===== src/rtl/alu_mc_pkg.sv =====
// Opcode encodings and FSM state type shared by the multi-cycle ALU and its engine.
package alu_mc_pkg;

    localparam logic [3:0] OP_RLL  = 4'b0000;
    localparam logic [3:0] OP_SLL  = 4'b0001;
    localparam logic [3:0] OP_RRL  = 4'b0010;
    localparam logic [3:0] OP_SRL  = 4'b0011;
    localparam logic [3:0] OP_ADD  = 4'b0100;
    localparam logic [3:0] OP_OR   = 4'b0101;
    localparam logic [3:0] OP_XOR  = 4'b0110;
    localparam logic [3:0] OP_ANDN = 4'b0111;
    localparam logic [3:0] OP_REV  = 4'b1000;
    localparam logic [3:0] OP_SLBI = 4'b1001;
    localparam logic [3:0] OP_LBI  = 4'b1011;
    localparam logic [3:0] OP_MUL  = 4'b1100;
    localparam logic [3:0] OP_DIV  = 4'b1101;

    typedef enum logic [1:0] {
        IDLE = 2'd0,
        MUL  = 2'd1,
        DIV  = 2'd2
    } state_e;

endpackage


===== src/rtl/alu_mc_muldiv_iter.sv =====
// Iterative engine: unsigned shift-add multiply, and restoring divide when ALU_MC_DIV_EN is defined.
// The first iteration happens on the go edge, so done pulses WIDTH-1 cycles after go.
module muldiv_iter
    import alu_mc_pkg::*;
#(
    parameter int unsigned WIDTH = 16
) (
    input  logic             clk,
    input  logic             rst,
    input  logic             go,
    input  logic             is_div,
    input  logic [WIDTH-1:0] a,
    input  logic [WIDTH-1:0] b,
    output logic             busy,
    output logic             done,
    output logic [WIDTH-1:0] lo,
    output logic [WIDTH-1:0] hi
);

    localparam int unsigned CNTW = $clog2(WIDTH);
    localparam logic [CNTW-1:0] LAST = CNTW'(WIDTH - 1);

    logic             busy_q, busy_d;
    logic             done_q, done_d;
    logic [CNTW-1:0]  cnt_q, cnt_d;
    logic [WIDTH-1:0] lo_q, lo_d;
    logic [WIDTH-1:0] hi_q, hi_d;
    logic [WIDTH-1:0] b_q, b_d;

    logic             load;
    logic [WIDTH-1:0] cur_lo, cur_hi, cur_b;
    logic [WIDTH-1:0] step_lo, step_hi;
    logic [WIDTH:0]   sum;

`ifdef ALU_MC_DIV_EN
    logic             div_q, div_d;
    logic [WIDTH:0]   rem, diff;
`else
    logic             div_unused;
    assign div_unused = is_div;
`endif

    assign load = go && !busy_q;

    // One iteration step; on the load cycle it operates on the fresh operands.
    always_comb begin
        cur_lo  = load ? a : lo_q;
        cur_hi  = load ? '0 : hi_q;
        cur_b   = load ? b : b_q;
        sum     = {1'b0, cur_hi} + (cur_lo[0] ? {1'b0, cur_b} : '0);
        step_hi = sum[WIDTH:1];
        step_lo = {sum[0], cur_lo[WIDTH-1:1]};
`ifdef ALU_MC_DIV_EN
        rem  = {cur_hi, cur_lo[WIDTH-1]};
        diff = rem - {1'b0, cur_b};
        if (load ? is_div : div_q) begin
            if (rem >= {1'b0, cur_b}) begin
                step_hi = diff[WIDTH-1:0];
                step_lo = {cur_lo[WIDTH-2:0], 1'b1};
            end else begin
                step_hi = rem[WIDTH-1:0];
                step_lo = {cur_lo[WIDTH-2:0], 1'b0};
            end
        end
`endif
    end

    always_comb begin
        busy_d = busy_q;
        done_d = 1'b0;
        cnt_d  = cnt_q;
        lo_d   = lo_q;
        hi_d   = hi_q;
        b_d    = b_q;
`ifdef ALU_MC_DIV_EN
        div_d  = div_q;
`endif
        if (load) begin
            b_d    = b;
`ifdef ALU_MC_DIV_EN
            div_d  = is_div;
`endif
            lo_d   = step_lo;
            hi_d   = step_hi;
            cnt_d  = CNTW'(1);
            busy_d = 1'b1;
        end else if (busy_q) begin
            lo_d = step_lo;
            hi_d = step_hi;
            if (cnt_q == LAST) begin
                busy_d = 1'b0;
                done_d = 1'b1;
                cnt_d  = '0;
            end else begin
                cnt_d = cnt_q + CNTW'(1);
            end
        end
    end

    always_ff @(posedge clk or posedge rst) begin
        if (rst) begin
            busy_q <= 1'b0;
            done_q <= 1'b0;
            cnt_q  <= '0;
            lo_q   <= '0;
            hi_q   <= '0;
            b_q    <= '0;
`ifdef ALU_MC_DIV_EN
            div_q  <= 1'b0;
`endif
        end else begin
            busy_q <= busy_d;
            done_q <= done_d;
            cnt_q  <= cnt_d;
            lo_q   <= lo_d;
            hi_q   <= hi_d;
            b_q    <= b_d;
`ifdef ALU_MC_DIV_EN
            div_q  <= div_d;
`endif
        end
    end

    assign busy = busy_q;
    assign done = done_q;
    assign lo   = lo_q;
    assign hi   = hi_q;

endmodule


===== src/rtl/alu_mc.sv =====
// Multi-cycle execute-stage ALU with start/ready/valid handshake and registered results.
// Define ALU_MC_DIV_EN to include the DIV op and divider datapath; otherwise opcode 1101 is illegal.
module alu_mc
    import alu_mc_pkg::*;
#(
    parameter int unsigned WIDTH = 16
) (
    input  logic             clk,
    input  logic             rst,
    input  logic             start,
    input  logic [3:0]       op,
    input  logic [WIDTH-1:0] A,
    input  logic [WIDTH-1:0] B,
    input  logic             Cin,
    input  logic             invA,
    output logic             ready,
    output logic             valid,
    output logic [WIDTH-1:0] Out,
    output logic [WIDTH-1:0] OutHi,
    output logic             Ofl,
    output logic             Z,
    output logic             N,
    output logic             Cout,
    output logic             err
);

    localparam int unsigned CNTW = $clog2(WIDTH);
    localparam int unsigned HALF = WIDTH / 2;

    state_e           state_q, state_d;
    logic             ready_q, ready_d;
    logic             valid_q, valid_d;
    logic [WIDTH-1:0] out_q, out_d;
    logic [WIDTH-1:0] out_hi_q, out_hi_d;
    logic             ofl_q, ofl_d;
    logic             z_q, z_d;
    logic             n_q, n_d;
    logic             cout_q, cout_d;
    logic             err_q, err_d;

    logic [WIDTH-1:0]   in_a;
    logic [WIDTH:0]     sum;
    logic [WIDTH-1:0]   sh_v;
    logic [CNTW-1:0]    amt;
    logic [2*WIDTH-1:0] dbl;
    logic [WIDTH-1:0]   rev;
    logic [WIDTH-1:0]   r_out, r_hi;
    logic               r_ofl, r_cout, r_err;

    logic               eng_go, eng_is_div, eng_busy, eng_done;
    logic [WIDTH-1:0]   eng_lo, eng_hi;

    assign in_a = invA ? ~A : A;
    assign sum  = {1'b0, in_a} + {1'b0, B} + {{WIDTH{1'b0}}, Cin};

    for (genvar g = 0; g < WIDTH; g++) begin : g_rev
        assign rev[g] = in_a[WIDTH-1-g];
    end

    // Log-stage barrel shifter; op[1:0] selects rll/sll/rrl/srl.
    always_comb begin
        sh_v = in_a;
        amt  = B[CNTW-1:0];
        dbl  = '0;
        for (int unsigned i = 0; i < CNTW; i++) begin
            if (amt[0]) begin
                case (op[1:0])
                    2'b00: begin
                        dbl  = {sh_v, sh_v} << (1 << i);
                        sh_v = dbl[2*WIDTH-1:WIDTH];
                    end
                    2'b01: sh_v = sh_v << (1 << i);
                    2'b10: begin
                        dbl  = {sh_v, sh_v} >> (1 << i);
                        sh_v = dbl[WIDTH-1:0];
                    end
                    default: sh_v = sh_v >> (1 << i);
                endcase
            end
            amt = amt >> 1;
        end
    end

    // Results of the ops that complete in the start cycle.
    always_comb begin
        r_out  = '0;
        r_hi   = '0;
        r_ofl  = 1'b0;
        r_cout = 1'b0;
        r_err  = 1'b0;
        case (op)
            OP_RLL, OP_SLL, OP_RRL, OP_SRL: r_out = sh_v;
            OP_ADD: begin
                r_out  = sum[WIDTH-1:0];
                r_cout = sum[WIDTH];
                r_ofl  = (in_a[WIDTH-1] == B[WIDTH-1]) && (sum[WIDTH-1] != in_a[WIDTH-1]);
            end
            OP_OR:   r_out = in_a | B;
            OP_XOR:  r_out = in_a ^ B;
            OP_ANDN: r_out = in_a & ~B;
            OP_REV:  r_out = rev;
            OP_SLBI: r_out = (in_a << HALF) | {{HALF{1'b0}}, B[HALF-1:0]};
            OP_LBI:  r_out = B;
            OP_MUL:  r_out = '0;
`ifdef ALU_MC_DIV_EN
            OP_DIV: begin
                r_out = '1;
                r_hi  = A;
                r_err = 1'b1;
            end
`endif
            default: r_err = 1'b1;
        endcase
    end

    always_comb begin
        state_d    = state_q;
        valid_d    = 1'b0;
        out_d      = out_q;
        out_hi_d   = out_hi_q;
        ofl_d      = ofl_q;
        z_d        = z_q;
        n_d        = n_q;
        cout_d     = cout_q;
        err_d      = err_q;
        eng_go     = 1'b0;
        eng_is_div = 1'b0;
        case (state_q)
            IDLE: begin
                if (start && !eng_busy) begin
                    if (op == OP_MUL) begin
                        eng_go  = 1'b1;
                        state_d = MUL;
`ifdef ALU_MC_DIV_EN
                    end else if (op == OP_DIV && B != '0) begin
                        eng_go     = 1'b1;
                        eng_is_div = 1'b1;
                        state_d    = DIV;
`endif
                    end else begin
                        valid_d  = 1'b1;
                        out_d    = r_out;
                        out_hi_d = r_hi;
                        ofl_d    = r_ofl;
                        cout_d   = r_cout;
                        err_d    = r_err;
                    end
                end
            end
            MUL: begin
                if (eng_done) begin
                    valid_d  = 1'b1;
                    out_d    = eng_lo;
                    out_hi_d = eng_hi;
                    ofl_d    = |eng_hi;
                    cout_d   = 1'b0;
                    err_d    = 1'b0;
                    state_d  = IDLE;
                end
            end
`ifdef ALU_MC_DIV_EN
            DIV: begin
                if (eng_done) begin
                    valid_d  = 1'b1;
                    out_d    = eng_lo;
                    out_hi_d = eng_hi;
                    ofl_d    = 1'b0;
                    cout_d   = 1'b0;
                    err_d    = 1'b0;
                    state_d  = IDLE;
                end
            end
`endif
            default: state_d = IDLE;
        endcase
        if (valid_d) begin
            z_d = (out_d == '0);
            n_d = out_d[WIDTH-1];
        end
        ready_d = (state_d == IDLE);
    end

    always_ff @(posedge clk or posedge rst) begin
        if (rst) begin
            state_q  <= IDLE;
            ready_q  <= 1'b1;
            valid_q  <= 1'b0;
            out_q    <= '0;
            out_hi_q <= '0;
            ofl_q    <= 1'b0;
            z_q      <= 1'b0;
            n_q      <= 1'b0;
            cout_q   <= 1'b0;
            err_q    <= 1'b0;
        end else begin
            state_q  <= state_d;
            ready_q  <= ready_d;
            valid_q  <= valid_d;
            out_q    <= out_d;
            out_hi_q <= out_hi_d;
            ofl_q    <= ofl_d;
            z_q      <= z_d;
            n_q      <= n_d;
            cout_q   <= cout_d;
            err_q    <= err_d;
        end
    end

    muldiv_iter #(.WIDTH(WIDTH)) u_muldiv (
        .clk    (clk),
        .rst    (rst),
        .go     (eng_go),
        .is_div (eng_is_div),
        .a      (A),
        .b      (B),
        .busy   (eng_busy),
        .done   (eng_done),
        .lo     (eng_lo),
        .hi     (eng_hi)
    );

    assign ready = ready_q;
    assign valid = valid_q;
    assign Out   = out_q;
    assign OutHi = out_hi_q;
    assign Ofl   = ofl_q;
    assign Z     = z_q;
    assign N     = n_q;
    assign Cout  = cout_q;
    assign err   = err_q;

endmodule


===== config.mk =====
export PLATFORM = sky130hd
export DESIGN_NAME = alu_mc
export DESIGN_NICKNAME = d
export VERILOG_FILES = /design/src/rtl/alu_mc_pkg.sv /design/src/rtl/alu_mc_muldiv_iter.sv /design/src/rtl/alu_mc.sv
export SDC_FILE = /design/constraint.sdc
export NUM_CORES = 1
export LEC_CHECK = 0
export ABC_AREA = 1
export ABC_CLOCK_PERIOD_IN_PS = 3570
export CORE_MARGIN = 1.5
export CORE_UTILIZATION = 35
export CTS_BUF_LIST = sky130_fd_sc_hd__clkbuf_16
export DETAILED_ROUTE_END_ITERATION = 6
export MAX_ROUTING_LAYER = met4
export SYNTH_ARGS = -nofsm -noshare
export SYNTH_HDL_FRONTEND = slang
export SYNTH_SLANG_ARGS = --single-unit

===== constraint.sdc =====
create_clock -name clk -period 3.57 [get_ports clk]
set_input_delay 0.714 -clock clk [delete_from_list [all_inputs] [get_ports clk]]
set_output_delay 0.714 -clock clk [all_outputs]
set_load 0.1 [all_outputs]

==> metrics.log, run 1 <==
[metrics] result of the run: complete, no violations
[metrics] TritonCTS clock tree: done
[metrics] detailed-route DRC error count: 0
[metrics] count of port buffers added during placement: 79
[metrics] Worst Tran Pin Value: 1.00 ns
[metrics] clock slew seen by the registers of the worst setup and hold paths: 0.07 ns
[metrics] final HPWL from detailed placement: around 29,000 µm
[metrics] Iteration-0 DRC Markers: 986
[metrics] Synth Net Count: 1,481
[metrics] Sink Count: 95
[metrics] fraction of the yosys area taken by sequential cells: 27.3%
[metrics] Buf/Inv on CP: 7
[metrics] final count of negative-setup-slack endpoints: 0
[metrics] count of different cell masters after synthesis: 44
[metrics] area of all placed cells without fillers: approximately 12,000 µm²
[metrics] kind of end point of the critical path: flop
[metrics] fin crit share: about 100%
[metrics] Starting Density: 35.7%
[metrics] floorplan die area: 25,900 µm²
[metrics] dpl cell area: 11,600 µm²
[metrics] average cell area after synthesis: ~6.3 µm²
[metrics] maximum clock frequency: 280 MHz
[metrics] FF+latch count, synth: 95
[metrics] top cells by area, synth: sky130_fd_sc_hd__dfrtp_1, sky130_fd_sc_hd__nand2_1, sky130_fd_sc_hd__nand3_1, sky130_fd_sc_hd__ha_1, sky130_fd_sc_hd__inv_1
[metrics] standby leakage power: approximately 6.5 nW
[metrics] r2r startpoint: state_q[0]
[metrics] core area: 24,400 µm²
[metrics] I/O pin count: 80
[metrics] number of gates on the worst path with buffers counted: 28
[metrics] via count of the first global-routing pass: ~9,900
[metrics] Worst slew margin: 33.0%
[metrics] Final Wtd Congestion: around 1.0
[metrics] logic depth of the worst register-to-register path: 27
[metrics] pin count of the biggest net entering global routing: 55
[metrics] routed via count: ~10,000
[metrics] share of Yosys cell area claimed by the top area cell type: about 27%
[metrics] Die Y: 161 µm
[metrics] Yosys warnings: 0
[metrics] Max stage delay cell, worst path: sky130_fd_sc_hd__fa_2
[metrics] async set or reset register ratio after synthesis: 100%
[metrics] wire length of the first global-routing pass: 55,000 µm
[metrics] number of enable flip-flop cells after synthesis: 0
[metrics] Max IR drop VDD: 0.436 mV
[metrics] Worst setup endpoint: Z
[metrics] global-route usage over all layers: approximately 28%
[metrics] initial antenna violation count: 0
[metrics] fraction of layout cells with a size suffix above 1: 23.0%
[metrics] number of diodes: 0
[metrics] remaining global-route overflow: 0
[metrics] detailed-route wire length: 35,700 µm
[metrics] clock tree root buffer cell: sky130_fd_sc_hd__clkbuf_16
[metrics] count of nets left with antenna violations after detail routing: 0
[metrics] Hold WC Path Type: flop to flop
[metrics] highest cell delay on the worst timing path: 0.41 ns
[metrics] area added between synthesis and finish: 41.3%
[metrics] R2R Setup Slk: 0.08 ns
[metrics] synthesized instance count: about 1,400
[metrics] kind of launch point of the worst setup path: input port
[metrics] via-per-instance ratio: 5.20
[metrics] most numerous cell in the Yosys netlist: sky130_fd_sc_hd__nand2_1
[metrics] level count of the clock H-tree: 3
[metrics] origin of the worst setup path: A[0]
[metrics] post-layout minimum cycle time: 3.57 ns
[metrics] die extent in x: 161 µm
[metrics] setup repair after global routing missed its margin: yes
[metrics] Final Skew: 0.00810 ns
[metrics] cts-stage hold buffer count: 0
[metrics] Worst Path Class, Setup: input port to flop
[metrics] netlist area before placement: 8720 µm²
[metrics] arrival time at the worst endpoint: 3.86 ns
[metrics] Core Util, Final: 50.5%
[metrics] first-pass iteration count of the detailed router: 7
[metrics] Nets: 1,793
[metrics] cell family with the largest share of critical-path delay: simple AND/OR/NAND/NOR gates
[metrics] Top FF cell, synth: sky130_fd_sc_hd__dfrtp_1
[metrics] worst skew pair latency: ~0.36 ns
[metrics] Max Root-Sink Buffers: 2
[metrics] power per cell area: 457 nW/µm²
[metrics] cell type contributing the most total cell area after synthesis: sky130_fd_sc_hd__dfrtp_1
[metrics] reg-to-reg critical path endpoint: u_muldiv.hi[5]
[metrics] number of endpoints with negative hold slack in the final report: 0
[metrics] highest net fanout along the worst path: 3
[metrics] Site Rows: 57
[metrics] most numerous cell types in the synthesized netlist: sky130_fd_sc_hd__nand2_1, sky130_fd_sc_hd__nand3_1, sky130_fd_sc_hd__inv_1, sky130_fd_sc_hd__dfrtp_1, sky130_fd_sc_hd__nor2_1
[metrics] most common cell type on the critical path: sky130_fd_sc_hd__nand2_1
[metrics] Max Transition Viols Final: 0
[metrics] max capacitance violation total: 0
[metrics] Worst Path Required: 3.87 ns
[metrics] total clock buffers created by CTS: 9
[metrics] wire length per cell after detailed routing: 17.7 µm
worst reg2reg max path: cells and delay by family (launching register included):
| family | cells | cell delay [ns] |
|---|---|---|
| buffers and inverters | 12 | 1.19 |
| adder cells (fa/ha/maj) | 2 | 0.57 |
| AO/OA/AOI/OAI | 5 | 0.53 |
| AND/OR/NAND/NOR | 8 | 0.71 |
| flip-flops | 1 | 0.39 |
worst min-delay path by stage:
stage	start	end	cells after the start	slack, ns
CTS	u_muldiv.b_q[4]	u_muldiv.b_q[4]	2	0.48
finish	u_muldiv.b_q[4]	u_muldiv.b_q[4]	2	0.48
floorplan	u_muldiv.b_q[10]	u_muldiv.b_q[10]	2	0.44
global placement	u_muldiv.b_q[4]	u_muldiv.b_q[4]	2	0.46
global route	u_muldiv.b_q[4]	u_muldiv.b_q[4]	2	0.50
detailed placement	u_muldiv.b_q[4]	u_muldiv.b_q[4]	2	0.46
cells in the final DEF (no fill, tap or decap), types with 6 or more instances in the layout:
cell,Yosys,layout
sky130_fd_sc_hd__inv_1,141,134
sky130_fd_sc_hd__buf_4,3,270
sky130_fd_sc_hd__inv_2,11,18
sky130_fd_sc_hd__a21oi_1,64,57
sky130_fd_sc_hd__clkdlybuf4s50_1,0,69
sky130_fd_sc_hd__o21ai_0,47,33
sky130_fd_sc_hd__clkbuf_16,0,9
sky130_fd_sc_hd__nand3_1,192,186
sky130_fd_sc_hd__nor2_1,78,72
sky130_fd_sc_hd__ha_1,64,60
sky130_fd_sc_hd__o31ai_1,17,17
sky130_fd_sc_hd__o21ai_2,0,6
sky130_fd_sc_hd__nand3_2,2,8
sky130_fd_sc_hd__o21ai_1,0,8
sky130_fd_sc_hd__o22ai_1,30,30
sky130_fd_sc_hd__a22oi_1,6,6
sky130_fd_sc_hd__dfrtp_1,94,94
sky130_fd_sc_hd__o221ai_1,14,14
sky130_fd_sc_hd__nand2_2,13,25
sky130_fd_sc_hd__o211ai_1,6,6
sky130_fd_sc_hd__nand4_1,6,6
sky130_fd_sc_hd__a2111oi_0,8,7
sky130_fd_sc_hd__nor2_2,3,6
sky130_fd_sc_hd__nand2_1,476,462
sequential cells by signal (all words and copies together) (netlist names), 2 cells and up:
register	count
u_muldiv.hi	16
u_muldiv.b_q	16
OutHi	16
Out	16
u_muldiv.lo	16
u_muldiv.cnt_q	4
state_q	2
area by class of cell:
type                    count  area, µm²
repair buffers            357       2940
well taps                 324        405
inverters                 157        594
flip-flops and latches     95       2380
fillers                  2486      12100
clock inverters             7       50.0
clock buffers               9        225
multi-input cells        1065       5720
per-stage QoR:
stage	power [mW]	instances	hold WS, ns	TNS, ns	setup slack [ns]
after CTS	5.57	2007	0.479	0	0.0113
after global placement	4.60	1975	0.457	-12.31	-0.911
after floorplan	3.47	1373	0.444	-0.555	-0.447
final	5.63	2014	0.477	0	0.00370
after global routing	6.00	2014	0.498	-0.830	-0.251
after detailed placement	4.62	1975	0.462	-13.31	-1.01
power by group:
group / internal [mW] / switching, mW / total (mW)
Clock: 0.474 / 0.427 / 0.902
Sequential: 1.36 / 0.170 / 1.53
Combinational: 1.12 / 2.08 / 3.20
Total: 2.95 / 2.68 / 5.63
per-layer routing:
metal,vias to the layer above,share of wire (%),track usage [%]
met3,44,8.3,5.29
met1,4856,46,40.0
met4,0,2.9,9.64
met2,412,42,40.9
met5,-,0,-
li1,5169,-,-
cells by family (layout without fill, tap and decap cells):
kind of cell | count (synthesis) | after routing | share of synthesized area, %
and+or+nand+nor | 780 | 780 | 37.4
buffers and inverters | 213 | 530 | 9.78
other | 1 | 1 | 0.0430
DFF | 95 | 95 | 27.3
AOI/OAI and AO/OA | 210 | 210 | 14.9
xor gates and xnor gates | 7 | 7 | 0.703
adders and majority gates | 67 | 67 | 9.88
what timing repair did:
action	in CTS	in global routing
setup buffers	16	7
endpoints found under the setup margin	17	13
resized for setup	46	54
pin swaps	19	15
gates cloned	0	0
Note: power is estimated with default switching activity, not from simulation.
==> run 2: changes to the inputs <==
Settings changed: RECOVER_POWER set to 100.
==> metrics.log, run 2 (synthesis results as in run 1) <==
[metrics] Worst slew margin: -30.5% (-64 points)
[metrics] Buf/Inv on CP: 12 (+5)
[metrics] power per cell area: 455 nW/µm² (-0.49%)
[metrics] number of cells in the design after placement: 1,975 (unchanged)
[metrics] standby leakage power: 6.55 nW (+1.3%)
[metrics] source of the worst hold timing path: N
[metrics] combinational group share of total power: 56.5% (-0.3 points)
[metrics] clock tree root buffer cell: sky130_fd_sc_hd__clkbuf_16
[metrics] post-layout minimum cycle time: 3.60 ns (+0.0344 ns)
[metrics] count of nets left with antenna violations after detail routing: 0 (unchanged)
[metrics] area added between synthesis and finish: 40.6%
[metrics] count of port buffers added during placement: 79 (unchanged)
[metrics] reg-to-reg critical path endpoint: u_muldiv.hi[5]
[metrics] number of endpoints with negative hold slack in the final report: 0 (unchanged)
[metrics] wire length of the first global-routing pass: 55,000 µm (unchanged)
[metrics] die extent in x: 161 µm (unchanged)
[metrics] Die Y: 161 µm (unchanged)
[metrics] final count of negative-setup-slack endpoints: 3 (+3)
[metrics] Starting Density: 35.7% (unchanged)
[metrics] worst skew pair latency: 0.36 ns (about the same)
[metrics] routed via count: 10,600 (+0.84%)
[metrics] Worst Tran Pin Value: 1.96 ns (+0.955 ns)
[metrics] final HPWL from detailed placement: 28,500 µm (unchanged)
[metrics] I/O pin count: 80 (unchanged)
[metrics] Final Skew: 0.00907 ns (+0.000969 ns)
[metrics] clock slew seen by the registers of the worst setup and hold paths: 0.07 ns (about the same)
[metrics] Sink Count: 95 (unchanged)
[metrics] global-route usage over all layers: 28.5% (unchanged)
[metrics] cts-stage hold buffer count: 0 (unchanged)
[metrics] floorplan die area: 25,900 µm² (unchanged)
[metrics] final setup slack of the worst path: -0.0307 ns (-0.0344 ns)
[metrics] switching fraction of total power: 47.8% (+0.24 points)
[metrics] via-per-instance ratio: 5.25 (+0.84%)
[metrics] kind of launch point of the worst setup path: input port
[metrics] depth of the worst hold-timing path: 2 (unchanged)
[metrics] core area: 24,400 µm² (unchanged)
[metrics] wire length per cell after detailed routing: 17.7 µm (-0.18%)
[metrics] result of the run: finished with violations
[metrics] highest net fanout along the worst path: 9 (+6)
[metrics] arrival time at the worst endpoint: 3.83 ns (-0.03 ns)
[metrics] r2r startpoint: state_q[0]
[metrics] maximum clock frequency: 278 MHz (-0.96%)
[metrics] cell family with the largest share of critical-path delay: buffers and inverters
[metrics] detailed-route wire length: 35,600 µm (-0.18%)
[metrics] total clock buffers created by CTS: 9 (unchanged)
[metrics] Site Rows: 57 (unchanged)
[metrics] remaining global-route overflow: 0 (unchanged)
[metrics] layout filler cell count: 2,499 (+0.52%)
[metrics] number of diodes: 0 (unchanged)
[metrics] Max stage delay cell, worst path: sky130_fd_sc_hd__fa_2
[metrics] TritonCTS clock tree: done
[metrics] setup total negative slack: -0.0681 ns (-0.0681 ns)
[metrics] Worst Hold Path EP: N
[metrics] pin count of the biggest net entering global routing: 55 (unchanged)
[metrics] fraction of layout cells with a size suffix above 1: 22.4% (-0.59 points)
[metrics] Worst Path Required: 3.80 ns (-0.07 ns)
[metrics] Nets: 1,793 (unchanged)
[metrics] Hold WC Path Type: flop to flop
[metrics] detailed-route DRC error count: 0 (unchanged)
[metrics] Max Transition Viols Final: 55 (+55)
[metrics] design internal power: 2.91 mW (-1.4%)
[metrics] Final Wtd Congestion: 0.999 (unchanged)
[metrics] setup repair after global routing missed its margin: yes
[metrics] violated checks: capacitance limit, slew limit, setup timing
[metrics] first-pass iteration count of the detailed router: 5 (-2)
[metrics] level count of the clock H-tree: 3 (unchanged)
[metrics] Final Instance Count excl. Fillers: 2,014 (unchanged)
[metrics] most frequent cells in the layout: sky130_fd_sc_hd__nand2_1, sky130_fd_sc_hd__buf_4, sky130_fd_sc_hd__nand3_1
[metrics] via count of the first global-routing pass: 9,876 (unchanged)
[metrics] Max IR drop VDD: 0.424 mV (-2.6%)
[metrics] R2R Setup Slk: 0.07 ns (about the same)
[metrics] logic depth of the worst register-to-register path: 27 (unchanged)
[metrics] highest cell delay on the worst timing path: 0.37 ns (-0.04 ns)
[metrics] Clock power frac: 16.2% (+0.2 points)
[metrics] initial antenna violation count: 0 (unchanged)
[metrics] most common cell after layout, fill and taps aside: sky130_fd_sc_hd__nand2_1
[metrics] Max Root-Sink Buffers: 2 (unchanged)
[metrics] most common cell type on the critical path: sky130_fd_sc_hd__buf_4
[metrics] part of the total power dissipated in sequential elements: 27.3% (+0.2 points)
[metrics] Worst Path Class, Setup: input port to flop
[metrics] fin crit share: 101% (+0.96 points)
[metrics] max capacitance violation total: 1 (+1)
[metrics] total net switching power: 2.66 mW (-0.47%)
[metrics] kind of end point of the critical path: flop
[metrics] Iteration-0 DRC Markers: 952 (-3.4%)
-- run 2: cell type report --
type | count | area, µm² | share of cell area, %
multi-input cells | 1065 | 5700 | 46.5
repair buffers | 357 | 2910 | 23.7
flip-flops and latches | 95 | 2380 | 19.4
inverters | 157 | 592 | 4.83
well taps | 324 | 405 | 3.31
clock buffers | 9 | 225 | 1.84
clock inverters | 7 | 50.0 | 0.408
-- run 2: what timing repair did --
item / CTS / global route
hold endpoints to repair: 0 / 0
gates resized for setup: 46 / 54
buffers inserted: 16 / 7
setup endpoints to repair: 17 / 13
pin swaps: 19 / 15
-- run 2: tightest hold or removal path: stages (launching register included) --
cell                      delay, ns
sky130_fd_sc_hd__dfrtp_1       0.34
sky130_fd_sc_hd__nand2_1       0.05
sky130_fd_sc_hd__nand2_1       0.05
-- run 2: worst max-delay path by stage --
stage,slack [ns],depth (start not counted),endpoint,from
after floorplan,-0.45,30,u_muldiv.hi[11],op[0]
after global placement,-0.91,30,u_muldiv.hi[11],op[0]
after detailed placement,-1.01,30,u_muldiv.hi[11],op[0]
after CTS,0.01,28,Z,invA
after global routing,-0.25,28,Z,A[0]
final,-0.03,26,u_muldiv.hi[5],start
-- run 2: through the flow --
| step | cell area (µm²) | utilization, % | setup WS [ns] | power [mW] | hold slack, ns |
|---|---|---|---|---|---|
| 4_1_cts | 12100 | 49.7 | 0.0113 | 5.57 | 0.479 |
| 5_1_grt | 12300 | 50.2 | -0.251 | 5.95 | 0.498 |
| 2_1_floorplan | 8770 | - | -0.447 | 3.47 | 0.444 |
| 3_3_place_gp | 11600 | 47.8 | -0.911 | 4.60 | 0.457 |
| 3_5_place_dp | 11600 | 47.8 | -1.01 | 4.62 | 0.462 |
| 6_report | 12300 | 50.2 | -0.0307 | 5.58 | 0.477 |
-- run 2: power groups by stage --
| stage | Sequential [mW] | Combinational, mW | Clock, mW |
|---|---|---|---|
| CTS | 1.53 | 3.11 | 0.926 |
| floorplan | 2.08 | 1.39 | 0 |
| global placement | 1.54 | 3.06 | 0 |
| finish | 1.52 | 3.15 | 0.904 |
| global route | 1.56 | 3.42 | 0.966 |
| detailed placement | 1.54 | 3.08 | 0 |
-- run 2: routing by layer --
layer	up-vias	global-route usage [%]	wire, µm
met5	-	-	0
met4	0	9.64	1080
met3	51	5.29	2980
met2	405	40.9	15100
met1	4944	40.0	16400
li1	5169	-	-
